## src/rtl/regbank_wr_arbiter_pkg.sv

```systemverilog
// Shared definitions for the register-bank write-port arbiter.
package regbank_wr_arbiter_pkg;

    // Requester indices; these values are also the bank MS1/MS0 source encoding.
    localparam logic [1:0] SRC_ALU = 2'd0;
    localparam logic [1:0] SRC_REG = 2'd1;
    localparam logic [1:0] SRC_IMM = 2'd2;
    localparam logic [1:0] SRC_CLR = 2'd3;

    // 3-bit register index into the 8-entry bank.
    typedef logic [2:0] reg_idx_t;

    // 2-bit requester index / priority pointer.
    typedef logic [1:0] src_idx_t;

    // One-hot grant vector for a requester index.
    function automatic logic [3:0] onehot4(input src_idx_t idx);
        return 4'b0001 << idx;
    endfunction

endpackage

```

## src/rtl/regbank_wr_arbiter_rr_pick4.sv

```systemverilog
// Combinational 4-way round-robin picker: first eligible index at or above ptr, wrapping.
module rr_pick4
    import regbank_wr_arbiter_pkg::*;
(
    input  logic [3:0] eligible_i,
    input  src_idx_t   ptr_i,
    output logic       any_o,
    output src_idx_t   winner_o
);

    src_idx_t idx;

    // Scan offsets from farthest to nearest so the nearest eligible index is assigned last.
    always_comb begin
        any_o    = 1'b0;
        winner_o = ptr_i;
        idx      = '0;
        for (int k = 3; k >= 0; k--) begin
            idx = ptr_i + src_idx_t'(k);
            if (eligible_i[idx]) begin
                any_o    = 1'b1;
                winner_o = idx;
            end
        end
    end

endmodule

```

## src/rtl/regbank_wr_arbiter.sv

```systemverilog
// Round-robin arbiter sharing the register bank's single write port between
// ALU, register-move, immediate-load and clear requesters. All outputs are
// registered so the bank's (~E | CLK) gated clocks stay glitch-free.
module regbank_wr_arbiter
    import regbank_wr_arbiter_pkg::*;
#(
    parameter int NREQ = 4,
    parameter int NREG = 8
) (
    input  logic            clk_i,
    input  logic            rst_i,
    input  logic [NREQ-1:0] req_i,
    input  reg_idx_t        dst0_i,
    input  reg_idx_t        dst1_i,
    input  reg_idx_t        dst2_i,
    input  reg_idx_t        dst3_i,
    input  logic            stall_i,
    output logic [NREQ-1:0] gnt_o,
    output logic            ms1_o,
    output logic            ms0_o,
    output logic            rs2_o,
    output logic            rs1_o,
    output logic            rs0_o,
    output logic            e_o,
    output logic [NREG-1:0] written_o
);

    logic [NREQ-1:0] gnt_q, gnt_d;
    logic            e_q, e_d;
    src_idx_t        ms_q, ms_d;
    reg_idx_t        rs_q, rs_d;
    src_idx_t        ptr_q, ptr_d;
    logic [NREG-1:0] written_q, written_d;

    logic [NREQ-1:0] eligible;
    logic            any;
    src_idx_t        winner;
    reg_idx_t        dst_a [NREQ];

    assign dst_a[SRC_ALU] = dst0_i;
    assign dst_a[SRC_REG] = dst1_i;
    assign dst_a[SRC_IMM] = dst2_i;
    assign dst_a[SRC_CLR] = dst3_i;

    // The requester being granted this cycle is masked so a same-edge REQ drop cannot double-grant.
    assign eligible = req_i & ~gnt_q;

    rr_pick4 u_pick (
        .eligible_i (eligible),
        .ptr_i      (ptr_q),
        .any_o      (any),
        .winner_o   (winner)
    );

    // Next-state: grant the picked requester unless stalled; select lines hold when idle.
    always_comb begin
        gnt_d     = '0;
        e_d       = 1'b0;
        ms_d      = ms_q;
        rs_d      = rs_q;
        ptr_d     = ptr_q;
        written_d = written_q;
        if (!stall_i && any) begin
            gnt_d = onehot4(winner);
            e_d   = 1'b1;
            ms_d  = winner;
            rs_d  = dst_a[winner];
            ptr_d = winner + 2'd1;
        end
        if (e_q) begin
            written_d[rs_q] = 1'b1;
        end
    end

    // State and output registers; reset aborts any in-flight write immediately.
    always_ff @(posedge clk_i or posedge rst_i) begin
        if (rst_i) begin
            gnt_q     <= '0;
            e_q       <= 1'b0;
            ms_q      <= '0;
            rs_q      <= '0;
            ptr_q     <= '0;
            written_q <= '0;
        end else begin
            gnt_q     <= gnt_d;
            e_q       <= e_d;
            ms_q      <= ms_d;
            rs_q      <= rs_d;
            ptr_q     <= ptr_d;
            written_q <= written_d;
        end
    end

    assign gnt_o     = gnt_q;
    assign e_o       = e_q;
    assign ms1_o     = ms_q[1];
    assign ms0_o     = ms_q[0];
    assign rs2_o     = rs_q[2];
    assign rs1_o     = rs_q[1];
    assign rs0_o     = rs_q[0];
    assign written_o = written_q;

endmodule

```

## config.mk

```make
export PLATFORM = sky130hd
export DESIGN_NAME = regbank_wr_arbiter
export DESIGN_NICKNAME = d
export VERILOG_FILES = /design/src/rtl/regbank_wr_arbiter_pkg.sv /design/src/rtl/regbank_wr_arbiter_rr_pick4.sv /design/src/rtl/regbank_wr_arbiter.sv
export SDC_FILE = /design/constraint.sdc
export NUM_CORES = 1
export LEC_CHECK = 0
export CAP_MARGIN = 20
export CORE_MARGIN = 2
export CORE_UTILIZATION = 38
export DETAILED_ROUTE_END_ITERATION = 16
export HOLD_SLACK_MARGIN = 0.02
export PLACE_DENSITY = 0.69
export SLEW_MARGIN = 20
export SYNTH_ARGS = -nofsm -noshare
export SYNTH_HDL_FRONTEND = slang
export SYNTH_HIERARCHICAL = 1
export SYNTH_SLANG_ARGS = --single-unit
export TNS_END_PERCENT = 10
```

## constraint.sdc

```tcl
create_clock -name clk_i -period 2.3 [get_ports clk_i]
set_clock_uncertainty 0.15 [all_clocks]
set_input_delay 0.345 -clock clk_i [delete_from_list [all_inputs] [get_ports clk_i]]
set_output_delay 0.345 -clock clk_i [all_outputs]
set_load 0.02 [all_outputs]
```

* After elaboration in Yosys (flattened, before gate mapping)
Cells that the tools add are included.
Operators by class: reductions and logical operators 3, mux-type cells 23, $lt $le $gt $ge 7, $add $sub $neg 4, bitwise gates (word level) 4, shift operators 1
Operator list (count):
- < comparator 2 x 3 -> 1 bit, second input constant | 4
- two-way mux 1 bit | 10
- binary-select mux 1 bit (select 2 bit) | 4
- two-way mux 2 bit | 4
- bitwise OR 8 bit | 1
- binary-select mux 3 bit (select 2 bit) | 1
- two-way mux 3 bit | 2
- adder 2 x 1 -> 2 bit, second input constant | 2
- adder 2 bit, second input constant | 2
- bitwise AND 4 bit | 1
- < comparator 3 x 4 -> 1 bit, second input constant | 1
- two-way mux 4 bit | 1
- inverter 4 bit | 1
- << shifter 1 x 2 -> 4 bit, first input constant | 1
- demux 1 bit (select 3 bit) | 1
- >= comparator 3 x 1 -> 1 bit, second input constant | 1
- >= comparator 3 bit, second input constant | 1
- inverter 2 -> 3 bit | 1
- logical AND 1 bit | 2
- logical NOT 1 bit | 1
Storage, ports and cells: word-level logic and storage cells 48, register bits after elaboration 20, output and inout bits 18

* Longest topological paths before layout
depth in word-level cells 12, depth in mapped cells 7, mapped depth without buffers 7

* Modules after synthesis
The synthesis kept the hierarchy.
By module, submodules not included:
- regbank_wr_arbiter | area each 875.8 um2, times used 1, seq. area each 500.5 um2, cells an instance 60
- rr_pick4 | area each 100.1 um2, times used 1, seq. area each 0.0 um2, cells an instance 16

* Least setup slack after synthesis
OpenSTA, ideal clock, no wires.
kind register to register, start register gnt_q[3] (netlist: gnt_o[3]), end register rs_q[2], path slack -0.104 ns, cell stages (with the launch flop) 7, clock period less this slack 2.404 ns, arrival 2.129 ns, required time 2.025 ns, setup time 0.125 ns, path buffers 0, path through dfrtp_1 -> nor2b_1 -> and2b_2 -> o21ai_0 -> o221a_2 -> mux4_1 -> mux2_2
On the way: word-level cells in the longest chain between the ends 12
RTL lines:
- start, declared | line regbank_wr_arbiter.sv:28 | logic [NREQ-1:0] gnt_q, gnt_d;
- start signal, assigned | line regbank_wr_arbiter.sv:85 | gnt_q <= gnt_d;
- inverter 4 bit * | line regbank_wr_arbiter.sv:46 | assign eligible = req_i & ~gnt_q;
- bitwise AND 4 bit * | line regbank_wr_arbiter.sv:46
- via eligible[3] | line regbank_wr_arbiter.sv:35 | logic [NREQ-1:0] eligible;
- binary-select mux 1 bit (select 2 bit) | line regbank_wr_arbiter_rr_pick4.sv:20 | if (eligible_i[idx]) begin
- two-way mux 1 bit (implied by the code) | line regbank_wr_arbiter_rr_pick4.sv:20
- two-way mux 2 bit (3 in a row) | line regbank_wr_arbiter_rr_pick4.sv:20
- two-way mux 2 bit * | line regbank_wr_arbiter_rr_pick4.sv:20
- via winner[0] | line regbank_wr_arbiter.sv:37 | src_idx_t winner;
- inverter 2 -> 3 bit (implied by the code) * | line regbank_wr_arbiter.sv:67 | rs_d = dst_a[winner];
- binary-select mux 3 bit (select 2 bit) * | line regbank_wr_arbiter.sv:67
- two-way mux 3 bit (implied by the code) * (2 in a row) | line regbank_wr_arbiter.sv:67
- end signal, assigned | line regbank_wr_arbiter.sv:88 | rs_q <= rs_d;
- end, declared | line regbank_wr_arbiter.sv:31 | reg_idx_t rs_q, rs_d;
The timed path passes the listed nets; every way through them passes the cells marked *. The select of a mux whose other input is x is not followed. A chain may end at the register's enable or synchronous reset.

* Worst setup path after layout
start input port req_i[3], end register rs_q[0]
On the way: word-level cells in the longest chain between the ends 11
RTL lines:
- start, declared | line regbank_wr_arbiter.sv:12 | input logic [NREQ-1:0] req_i,
- bitwise AND 4 bit * | line regbank_wr_arbiter.sv:46
- via eligible[3] | line regbank_wr_arbiter.sv:35
- binary-select mux 1 bit (select 2 bit) | line regbank_wr_arbiter_rr_pick4.sv:20
- two-way mux 1 bit (implied by the code) | line regbank_wr_arbiter_rr_pick4.sv:20
- two-way mux 2 bit (3 in a row) | line regbank_wr_arbiter_rr_pick4.sv:20
- two-way mux 2 bit * | line regbank_wr_arbiter_rr_pick4.sv:20
- via winner[0] | line regbank_wr_arbiter.sv:37
- inverter 2 -> 3 bit (implied by the code) * | line regbank_wr_arbiter.sv:67
- binary-select mux 3 bit (select 2 bit) * | line regbank_wr_arbiter.sv:67
- two-way mux 3 bit (implied by the code) * (2 in a row) | line regbank_wr_arbiter.sv:67
Marks and branches as above.

==> reports/qor.txt <==
fillers - 195
I/O pin cnt - 37
crit path max fanout - 4
Pwr Total - 2.03 mW
Core ar. - 2450 sq um
Reg2Reg Depth - 6
commonest non-fill, non-tap cells in the layout - clkdlybuf4s50_1, dfrtp_1, buf_4
CP Capture Type - flop
initial antenna violation count - 0
status - finished clean
placed insts - 150
Routed WL per cell - 14.2 um
largest area contributor in the synthesized netlist - dfrtp_1
sequential share of the synthesized area - 51.3%
synthesized area - 976 sq um
Max VDD drop - 0.727 mV
clock-pin slew on the worst setup and hold paths - 120 ps
CTS buffer count - 3
met2 wire length - 1.03 mm
DPL Wire Length - 1.63 mm
period utilization - 98.8%
CTS HTree Levels - 1
Worst slew margin - 75.7%
r2r startpoint - gnt_o[3]
largest net degree at the start of global routing - 13
final WL - 2.19 mm
Std-Cell Rows - 18
Synth Register Bits - 20
DR DRC count - 0
synth unique cells - 22
vias in the first global route - 762
Worst Hold Class - input pin to async pin
routed vias - 777
Starting DRT DRC Count - 9
Synthesized Nets - 99
post-synth top area share - 51.3%
fraction of registers with async set/reset - 100%
end of the worst register-to-register path - rs_q[0]
mean post-synth cell area - 12.8 sq um
Hold Violations, Final - 0
clk_lat worst skew - 300 ps
non-filler cells, final - 154
P&R area growth vs syn - 58.7%
CTS root buf - clkbuf_4
maxcap violations - 0
Clock Path Buffers - 2
worst slew pin tran - 364 ps
post-route cell area - 1550 sq um
Worst EP arrival - 2320 ps
port buffer count - 36
All-Layer GR Usage - 16.3%
first-pass GRT wire length - 3.39 mm
full die area - 2990 sq um
EDFF count, synth - 0
top cells by area, synth - dfrtp_1, mux4_1, mux2_2
Leakage Power - 0.679 nW
layout cells sized above 1 - 33.9%
ANT nets after route - 0
placed cell areas - 1450 sq um
YS warnings - 6
reg2reg setup slack - 100 ps
Power Density - 1310 nW/um^2
Metal-1 WL - 1.04 mm
Die Y - 54.7 um
CTS sink cnt - 20
uppermost layer routed - met4
Post-CTS Setup Inserts - 0
critical path class - input pin to flop
Synth Flop Type - dfrtp_1
worst slack at placement - -378 ps
DR vias/cell - 5.05
Setup crit start kind - input pin
Required @ worst endpoint - 2350 ps
Pins Over Slew Limit - 0
setup ws final - 28.2 ps
CTS tree - done
Die X - 54.7 um
GR Overflow Total - 0
multi-input logic area - 503 sq um
initial core utilization - 39.8%
commonest non-fill, non-tap cell in the layout - clkdlybuf4s50_1
GP Congestion - 0.693
wire length on met3 - 101 um
n_diodes - 0
max frequency - 0.440 GHz
setup TNS - 0 ps
final layout net count - 148
final setup fails - 0
register area - 502 sq um
cells after synthesis - 76
drt first pass iters - 4
min Tclk post-route - 2270 ps
-- final cells by class --
class / count / area share [%]
sequential: 20 / 32.4
multi-input combinational: 49 / 32.5
clock inverter: 1 / 1.94
inverter: 6 / 1.45
tap: 30 / 2.42
clock buffer: 3 / 1.45
timing repair buffer: 45 / 27.9
-- registers in the layout, summed over array words and instances (netlist names) --
| register | count |
|---|---|
| written_o | 8 |
| ms_q | 2 |
| rs_q | 3 |
| e_o | 1 |
| ptr_q | 2 |
| gnt_o | 4 |
-- power breakdown --
group	switching (mW)	internal (mW)	total, mW
Clock	0.111	0.176	0.287
Sequential	0.150	0.497	0.647
Combinational	0.477	0.618	1.09
-- routing by layer --
layer	global-route usage, %	up-vias
li1	-	371
met3	3.83	2
met1	21.1	382
met2	26.2	22
met4	6.25	0
met5	0	-
-- what timing repair did --
action                                 CTS  global route
pin swaps                                0             1
endpoints found under the hold margin    0             0
gates resized for setup                  3            18
setup endpoints to repair                4             4
hold buffers                             0             0
-- synthesized netlist by cell type, types with 2 or more instances --
cell type / instances
dfrtp_1: 20
mux2_2: 7
nor2b_1: 7
inv_1: 6
and2_1: 4
ha_1: 4
a31o_2: 3
a41o_1: 3
mux4_1: 3
nor2_1: 3
a21o_1: 2
and2b_2: 2
nand2_1: 2
o21ai_0: 2
-- worst max-delay path, cell delays in order --
cell and delay (ps):
clkdlybuf4s50_1 450, nor2b_4 160, and2b_2 230, o21ai_2 130, o221a_4 240, mux4_2 490
mux2_2 270
-- metrics by stage --
stage / utilization (%) / hold slack (ps)
after floorplan: - / 159
after global placement: 58.9 / 291
after detailed placement: 58.9 / 298
after CTS: 61.0 / 163
after global routing: 63.1 / 170
final: 63.1 / 162
-- logic make-up after synthesis --
logic type | count (synthesis) | synth area share, %
fa+ha+maj | 4 | 5.13
buf+inv | 7 | 2.82
mux | 10 | 16.2
compound gates | 13 | 10.9
simple gates | 22 | 13.7
flops | 20 | 51.3
-- how the worst max path moves through the flow --
stage / startpoint / end / slack [ps] / cells past startpoint
after floorplan: gnt_o[3] / rs_q[2] / 10 / 6
after global placement: req_i[3] / rs_q[1] / -350 / 7
after detailed placement: req_i[0] / ptr_q[1] / -380 / 8
after CTS: req_i[3] / rs_q[2] / -6 / 7
after global routing: req_i[3] / rs_q[2] / -8 / 7
final: req_i[3] / rs_q[0] / 30 / 7
No activity file was read; power rests on OpenSTA's default activity.
==> RTL change, RTL diff (same settings) <==
`NREG`: 8 -> 10.
--- a/src/rtl/regbank_wr_arbiter.sv
+++ b/src/rtl/regbank_wr_arbiter.sv
@@ -5,7 +5,7 @@
     import regbank_wr_arbiter_pkg::*;
 #(
     parameter int NREQ = 4,
-    parameter int NREG = 8
+    parameter int NREG = 10
 ) (
     input  logic            clk_i,
     input  logic            rst_i,
Interface: changed (resized written_o); port bits go from 37 to 39. No check against the original RTL was run, so the function may have changed too.
==> RTL change against the unedited design <==
Sequential power decreased by 0.8%. Power shrank 3.6%. Non-clock buffer count up 3. Routed wire length rose by 3.1%. Sequential cell count stayed put. Utilization decreased by 0.73 points. Area after synthesis rose by 1.9%. Setup slack lost 0.0052 ns. Final area decreased by 0.24%. Die area up 1.8%. First-iteration DRC count is 22% lower. Largest cell class is now flip-flops and latches. Largest power group unchanged. Highest routed layer unchanged.
==> RTL change: results (changes against the unedited design) <==
metric,value,unit,change
vdd_drop_max,0.6576,mV,-9.5%
synthTopCellsByArea,"dfrtp_1, mux4_1, mux2_2",,
grt_pass1_wl,3291,um,-3.0%
gp_congestion,0.6476,,-6.5%
total_leakage_power,0.6888,nW,+1.5%
outcome,"finished, final reports clean",,
drt-total-wl,2255,um,+3.1%
synth-async-reset-ratio,1.000,,unchanged
drt_iter0_drc,7,,-2
place_inst,152,,+1.3%
root_buffer,clkbuf_4,,
grt_usage,0.1531,,-0.009675
yosysWarnings,6,,unchanged
io_buffer_count,36,,unchanged
yosysSeqAreaShare,0.5031,,-0.009676
vias_per_cell,4.981,,-1.3%
yosys.cell_types.count,24,,+9.1%
drive_gt1_frac,0.3256,,-0.01313
synth_common_cells,"dfrtp_1, mux2_2, nor2b_1, inv_1",,
cts_buffer_depth,2,,unchanged
grt_pass1_vias,784,,+2.9%
nFillCells,212,,+8.7%
syn_inst,79,,+3.9%
critPathMaxFanout,5,,+1
hpwl,1739,um,+6.6%
wire_per_inst,14.18,um,-0.18%
place_ws,-0.4416,ns,-0.06378 ns
-- RTL change: cell count changes in the layout (fill, tap and decap cells not counted), sizes merged --
cell and change:
dlygate4sd2 +1, clkbuf +1, clkdlybuf4s50 -1, buf +3
bufinv -1, conb +2
-- RTL change: layout make-up --
| class | instances | area share |
|---|---|---|
| repair buffers | 48 | 0.2907 |
| multi-input cells | 51 | 0.3223 |
| inverters | 6 | 0.01457 |
| clock buffers | 4 | 0.02348 |
| flip-flops and latches | 20 | 0.3247 |
| well taps | 30 | 0.02429 |
-- RTL change: cell families after synthesis --
| family | Yosys count | share of synthesized area |
|---|---|---|
| other | 1 | 0.003770 |
| AOI/OAI and AO/OA | 13 | 0.1069 |
| and+or+nand+nor | 22 | 0.1346 |
| muxes | 10 | 0.1585 |
| buffers and inverters | 9 | 0.04276 |
| adders and majority gates | 4 | 0.05032 |
| DFF | 20 | 0.5031 |
-- RTL change: final timing paths --
kind / start / end / slack [ns] / cells past startpoint
worst max register to register: gnt_o[3] / rs_q[2] / 0.05 / 6
max in group asynchronous: rst_i / written_o[2] / 1.33 / 3
worst max-delay path: req_i[0] / rs_q[2] / 0.02 / 7
worst min register to register: written_o[4] / written_o[4] / 0.32 / 1
worst min-delay path: rst_i / gnt_o[0] / 0.17 / 2
min in group clk_i: written_o[4] / written_o[4] / 0.32 / 1
-- RTL change: worst max-delay path, cell delays in order --
cell             delay [ns]
clkdlybuf4s50_1        0.40
nor2b_4                0.14
and2b_2                0.19
or4_4                  0.52
nand2_4                0.13
mux4_2                 0.30
mux2_4                 0.27
-- RTL change: through the flow --
| step | instance area (um2) | setup TNS [ns] |
|---|---|---|
| after floorplan | 1007 | 0 |
| after global placement | 1453 | -2.355 |
| after detailed placement | 1453 | -2.779 |
| after CTS | 1515 | -0.007038 |
| after global routing | 1545 | -0.01421 |
| final | 1545 | 0 |
-- RTL change: report_power, final --
part	leakage, nW	switching, W	internal [W]
Clock	0.0210	0.000101	0.0000964
Sequential	0.222	0.000145	0.000498
Combinational	0.445	0.000488	0.000628
-- RTL change: routing by layer --
layer  vias up  GRT usage  routed length (um)
met3         2    0.02688                 106
met5         -          0                   0
li1        379          -                   -
met2        24     0.2778                1134
met4         0    0.02439                  19
met1       387     0.1931                 993
-- RTL change: repair_timing --
item                                    CTS  global route
gates resized for setup                  11             6
pin swaps                                 3             1
endpoints found under the setup margin    4             4
setup buffers                             2             1
